`config.mk`:
```
export PLATFORM = sky130hd
export DESIGN_NAME = seq_code_lock
export DESIGN_NICKNAME = d
export VERILOG_FILES = /design/src/rtl/lock_pkg.sv /design/src/rtl/lock_timer.sv /design/src/rtl/seq_code_lock.sv
export SDC_FILE = /design/constraint.sdc
export NUM_CORES = 1
export LEC_CHECK = 0
export ABC_AREA = 1
export BUFFER_PORTS_ARGS = -buffer_cell sky130_fd_sc_hd__clkbuf_2
export CAP_MARGIN = 30
export CORE_AREA = 2 2 61 63
export CTS_BUF_LIST = sky130_fd_sc_hd__clkbuf_8
export CTS_CLUSTER_SIZE = 25
export DETAILED_ROUTE_END_ITERATION = 6
export DIE_AREA = 0 0 63 65
export GPL_TIMING_DRIVEN = 0
export PLACE_DENSITY = 0.78
export SKIP_LAST_GASP = 1
export SLEW_MARGIN = 30
export SYNTH_ARGS = -nofsm -noshare
export SYNTH_HDL_FRONTEND = slang
export SYNTH_SLANG_ARGS = --single-unit
```
`constraint.sdc`:
```
create_clock -name clk -period 5.1 [get_ports clk]
set_input_delay 0.765 -clock clk [delete_from_list [all_inputs] [get_ports clk]]
set_output_delay 0.765 -clock clk [all_outputs]
set_load 0.1 [all_outputs]
```
`src/rtl/lock_pkg.sv`:
```
// Shared types and helpers for the serial-entry code lock.
package lock_pkg;

    typedef enum logic [2:0] {
        IDLE,
        ENTRY,
        OPEN,
        LOCKOUT,
        FIRE
    } lock_state_t;

    localparam int unsigned MAX_CODE_W  = 256;
    localparam int unsigned MAX_DIGIT_W = 32;

    // Digit 0 sits in the MSBs of the code vector.
    function automatic logic [MAX_DIGIT_W-1:0] code_digit(
        input logic [MAX_CODE_W-1:0] code,
        input int unsigned           idx,
        input int unsigned           n_digits,
        input int unsigned           digit_w
    );
        logic [MAX_CODE_W-1:0]  shifted;
        logic [MAX_DIGIT_W-1:0] mask;
        shifted = code >> ((n_digits - 1 - idx) * digit_w);
        mask    = (digit_w >= MAX_DIGIT_W) ? '1 : MAX_DIGIT_W'((64'd1 << digit_w) - 64'd1);
        return shifted[MAX_DIGIT_W-1:0] & mask;
    endfunction

endpackage

```
`src/rtl/lock_timer.sv`:
```
// Shared up-counter for the OPEN hold time and the inter-digit timeout.
module lock_timer #(
    parameter int unsigned TMR_W = 7
) (
    input  logic             clk,
    input  logic             rst,
    input  logic             clr,
    input  logic             inc,
    input  logic [TMR_W-1:0] limit,
    output logic [TMR_W-1:0] count,
    output logic             tc
);

    always_ff @(posedge clk) begin
        if (rst || clr) begin
            count <= '0;
        end else if (inc) begin
            count <= count + 1'b1;
        end
    end

    assign tc = (count == limit);

endmodule

```
`src/rtl/seq_code_lock.sv`:
```
// Serial-entry code lock with fail lockout, master-code recovery and fire override.
//
//   state   | meaning
//   IDLE    | waiting for the first digit of a user attempt
//   ENTRY   | user attempt in progress, inter-digit timeout armed
//   OPEN    | door released for OPEN_CYCLES or until relock
//   LOCKOUT | siren on, entry checked against the master code
//   FIRE    | fire override, door held open, digits ignored
module seq_code_lock
    import lock_pkg::*;
#(
    parameter int unsigned N_DIGITS       = 5,
    parameter int unsigned DIGIT_W        = 4,
    parameter int unsigned MAX_FAIL       = 3,
    parameter int unsigned OPEN_CYCLES    = 16,
    parameter int unsigned TIMEOUT_CYCLES = 64,
    localparam int unsigned CNT_W   = $clog2(MAX_FAIL + 1),
    localparam int unsigned POS_W   = $clog2(N_DIGITS + 1),
    localparam int unsigned TMR_MAX = (OPEN_CYCLES > TIMEOUT_CYCLES) ? OPEN_CYCLES : TIMEOUT_CYCLES,
    localparam int unsigned TMR_W   = $clog2(TMR_MAX + 1),
    localparam int unsigned CODE_W  = N_DIGITS * DIGIT_W
) (
    input  logic              clk,
    input  logic              rst,
    input  logic [DIGIT_W-1:0] digit_in,
    input  logic              digit_valid,
    input  logic [CODE_W-1:0] user_code,
    input  logic [CODE_W-1:0] master_code,
    input  logic              fire_alarm,
    input  logic              relock,
    output logic              unlock,
    output logic              alarm,
    output logic [CNT_W-1:0]  fail_count,
    output logic [POS_W-1:0]  digit_pos
);

    lock_state_t        state;
    logic               mismatch;
    logic               mismatch_next;
    logic               last_digit;
    logic               entry_active;
    logic [CODE_W-1:0]  ref_code;
    logic [DIGIT_W-1:0] ref_digit;
    logic [CNT_W-1:0]   fail_inc;
    logic               timer_clr;
    logic               timer_inc;
    logic               timer_tc;
    logic [TMR_W-1:0]   timer_limit;
    logic [TMR_W-1:0]   timer_count;

    always_comb begin
        ref_code      = (state == LOCKOUT) ? master_code : user_code;
        ref_digit     = DIGIT_W'(code_digit(MAX_CODE_W'(ref_code), 32'(digit_pos), N_DIGITS, DIGIT_W));
        mismatch_next = mismatch | (digit_in != ref_digit);
        last_digit    = (digit_pos == POS_W'(N_DIGITS - 1));
        fail_inc      = (fail_count == CNT_W'(MAX_FAIL)) ? fail_count : fail_count + 1'b1;
        entry_active  = (state == ENTRY) || ((state == LOCKOUT) && (digit_pos != '0));
        timer_limit   = (state == OPEN) ? TMR_W'(OPEN_CYCLES - 1) : TMR_W'(TIMEOUT_CYCLES - 1);
        timer_inc     = entry_active || (state == OPEN);
        // Timer restarts on every accepted digit and on every state change.
        timer_clr     = fire_alarm || !timer_inc || timer_tc ||
                        ((state == OPEN) ? relock : digit_valid);
    end

    lock_timer #(.TMR_W(TMR_W)) u_timer (
        .clk   (clk),
        .rst   (rst),
        .clr   (timer_clr),
        .inc   (timer_inc),
        .limit (timer_limit),
        .count (timer_count),
        .tc    (timer_tc)
    );

    always_ff @(posedge clk) begin
        if (rst) begin
            state      <= IDLE;
            unlock     <= 1'b0;
            alarm      <= 1'b0;
            fail_count <= '0;
            digit_pos  <= '0;
            mismatch   <= 1'b0;
        end else if (fire_alarm) begin
            state     <= FIRE;
            unlock    <= 1'b1;
            digit_pos <= '0;
            mismatch  <= 1'b0;
        end else begin
            unique case (state)
                IDLE, ENTRY, LOCKOUT: begin
                    if (digit_valid) begin
                        if (last_digit) begin
                            digit_pos <= '0;
                            mismatch  <= 1'b0;
                            if (state == LOCKOUT) begin
                                if (!mismatch_next) begin
                                    state      <= IDLE;
                                    alarm      <= 1'b0;
                                    fail_count <= '0;
                                end
                            end else if (!mismatch_next) begin
                                state      <= OPEN;
                                unlock     <= 1'b1;
                                fail_count <= '0;
                            end else begin
                                fail_count <= fail_inc;
                                if (fail_inc == CNT_W'(MAX_FAIL)) begin
                                    state <= LOCKOUT;
                                    alarm <= 1'b1;
                                end else begin
                                    state <= IDLE;
                                end
                            end
                        end else begin
                            digit_pos <= digit_pos + 1'b1;
                            mismatch  <= mismatch_next;
                            if (state == IDLE) state <= ENTRY;
                        end
                    end else if (entry_active && timer_tc) begin
                        digit_pos <= '0;
                        mismatch  <= 1'b0;
                        if (state == ENTRY) state <= IDLE;
                    end
                end
                OPEN: begin
                    if (relock || timer_tc) begin
                        state  <= IDLE;
                        unlock <= 1'b0;
                    end
                end
                FIRE: begin
                    unlock <= 1'b0;
                    state  <= alarm ? LOCKOUT : IDLE;
                end
                default: begin
                    state  <= IDLE;
                    unlock <= 1'b0;
                end
            endcase
        end
    end

endmodule
```
==> results.md <==
- Hold Slack: 448 ps
- Syn Area/Cell: 6.16 µm²
- Final hold viol count: 0
- Leakage: 0.00102 µW
- Area of the core: 3500 µm²
- Endpoints failing setup: 0
- GRT Overall Usage: 21.4%
- Worst-margin pin slew: 569 ps
- Commonest cells after routing, fill and taps aside: nand2_1 (64), clkbuf_2 (55), inv_1 (40)
- Fillcell total: 365
- Slew Viols, Final: 0
- Crit path top cell by count: nand2_1
- Final period util: 58.3%
- Pin count of the biggest net entering global routing: 11
- Chip Height: 65 µm
- Startpoint Class: flip-flop
- Share of cells above drive strength 1: 28.0%
- Area of the multi-input gates: 1080 µm²
- Syn Nets: 324
- Post-cts sizing count: 0
- Register area: 360 µm²
- Status: completed
- Combinational Power Share: 26.6%
- Critical path buffers and inverters: 3
- Post-Route Skew: 2.95 ps
- CTS tree: done
- CP endpoint kind: flip-flop
- Crit-path max cell delay: 390 ps
- Int Pwr: 250 µW
- Initial detailed-routing violation count: 58
- Detailed Place HPWL: 3.16 mm
- Slew Limit Headroom: 62.0%
- Final worst path period need: 2970 ps
- Met2 GRT Util: 38.3%
- Worst Hold Depth: 1
- Worst EP required: 5300 ps
- Critical setup path kind: flip-flop to flip-flop
- Antenna cell count: 0
- M1 GR Usage: 26.5%
- Max Freq: 336 MHz
- Seq pwr share: 40.1%
- Netlist cell types: 36
- CP arrival: 3170 ps
- Switch share: 30.8%
- Netlist Area Pre-Place: 1660 µm²
- Drt wl/cell: 10.7 µm
- Vias in the first global route: 1722
- Clock net sink count: 18
- Clk pin slew, worst setup/hold paths: 70 ps
- PortBufs: 55
- DRT Pass-1 Iters: 4
- Postcts setup bufs: 0
- Gr busiest metal: met2
- Seq/Total Area, Yosys: 21.8%
- Skew-Pair Late Insertion Delay: 260 ps
- Hold_buf cts: 0
- M3 GR Usage: 2.78%
- Vias/cell: 4.88
- Max_cap viols: 0
- Die W: 63 µm
- Htree depth: 1
- Switching pwr: 111 µW
- Post-Route WL: 4.03 mm
- Top Family by Delay on Critical Path: simple AND/OR/NAND/NOR gates
- Setup tns final: 0 ps
- P&R area growth vs syn: 23.6%
- Num rows: 22
- Peak supply drop: 0.146 mV
- Clock Tree Buf Depth: 2
- Overall power: 361 µW
- RSZ-0062 raised after global routing: false
- Most common cell after layout, fill and taps aside: nand2_1
- GRT Residual Overflow: 0
- Synthesis-stage register bit count: 18
- Placer congestion estimate: 0.781
- Slowest CP cell: ha_1
- Post-DRT Antenna Nets: 0
- Hold WC Path Type: flip-flop to flip-flop
- Via count: 1834
- Cells after Synth: 269
- Critical-path cell list: inv_1, buf_2, ha_1, nor2_1, o211ai_1, a21oi_2, nand2_1, nand2_1, nand2_1, nor2_1, nand3_2, ha_1, nor3_1, inv_1, nor3_2, nand2_1, a21oi_1
- Initial core utilization: 47.4%
- Pwr dens: 176 nW/µm²
- Yosys Warn Count: 0
- Die area: 4100 µm²
- I/O pin count: 56
- Num CTS Buffers: 3
- Antenna violations before repair: 0
- Final nets: 384
- WP depth: 17
- R2R cell count: 17
- Clock Power Share: 33.3%
- Crit path max fanout: 10
- First-pass GRT wire length: 7.23 mm
- Fin util: 58.6%
- Root Driver: clkbuf_8
- # DRC: 0
state kept, by name, summed over array words and instances, names as in the netlist:
name           cells
state              3
unlock             1
fail_count         2
digit_pos          3
mismatch           1
alarm              1
u_timer.count      7
cell families after synthesis:
| family | synth area share (%) |
|---|---|
| buffers and inverters | 13.2 |
| AOI/OAI and AO/OA | 13.7 |
| adders and majority gates | 4.53 |
| xor gates and xnor gates | 0.529 |
| DFF | 21.8 |
| and+or+nand+nor | 46.3 |
area by class of cell:
| class | count | area share [%] |
|---|---|---|
| plain buffers | 7 | 3.00 |
| repair buffers | 55 | 13.4 |
| multi-input cells | 202 | 52.6 |
| inverters | 42 | 7.70 |
| well taps | 48 | 2.93 |
| flip-flops and latches | 18 | 17.6 |
| clock buffers | 4 | 2.69 |
cells in the mapped netlist, drive strengths merged:
cell type   n  share of area, %
nand2      74                19
inv        42               9.5
nand3      41                14
nor2       27               6.9
a21oi      21               7.3
dfxtp      18                22
nand4       7               2.6
buf         6               3.5
ha          6               4.5
nor3        6               2.1
o21a        3               1.4
a211oi      2              0.91
nor3b       2              0.91
o211ai      2              0.91
o21ai       2              0.60
or2         2              0.76
a21boi      1              0.45
a221oi      1              0.53
clkbuf      1              0.23
nor4        1              0.38
o2111ai     1              0.53
o21bai      1              0.45
o221a       1              0.68
xor2        1              0.53
power groups by stage:
stage	logic, µW	clock network, µW	registers (µW)
after floorplan	56.0	0	156
after global placement	94.7	0	148
after detailed placement	95.3	0	148
after CTS	96.5	121	145
after global routing	109	126	145
final	96.1	120	145
stage by stage:
step | instances | setup slack [ps] | area, µm²
6_report | 376 | 2130 | 2050
5_1_grt | 376 | 1720 | 2050
4_1_cts | 376 | 2090 | 2050
3_5_place_dp | 372 | 2130 | 1990
3_3_place_gp | 372 | 2170 | 1990
2_1_floorplan | 269 | 1750 | 1660
routing by layer:
layer	vias up	part of all wire [%]
li1	995	-
met3	6	6.9
met5	-	0
met4	0	0.94
met1	772	46
met2	61	46
path summary, 6_finish.rpt:
path	from	endpoint	slack [ps]
min reg2reg	u_timer.count[0]	u_timer.count[0]	450
max	digit_pos[0]	fail_count[0]	2130
max reg2reg	digit_pos[0]	fail_count[0]	2130
min	u_timer.count[0]	u_timer.count[0]	450
worst register-to-register path: cells and delay by family (launching register included):
family	cells	cell delay (ps)
fa+ha+maj	2	600
buf+inv	3	340
flops	1	380
compound gates	3	460
simple gates	9	1140
Note: power is estimated with default switching activity, not from simulation.
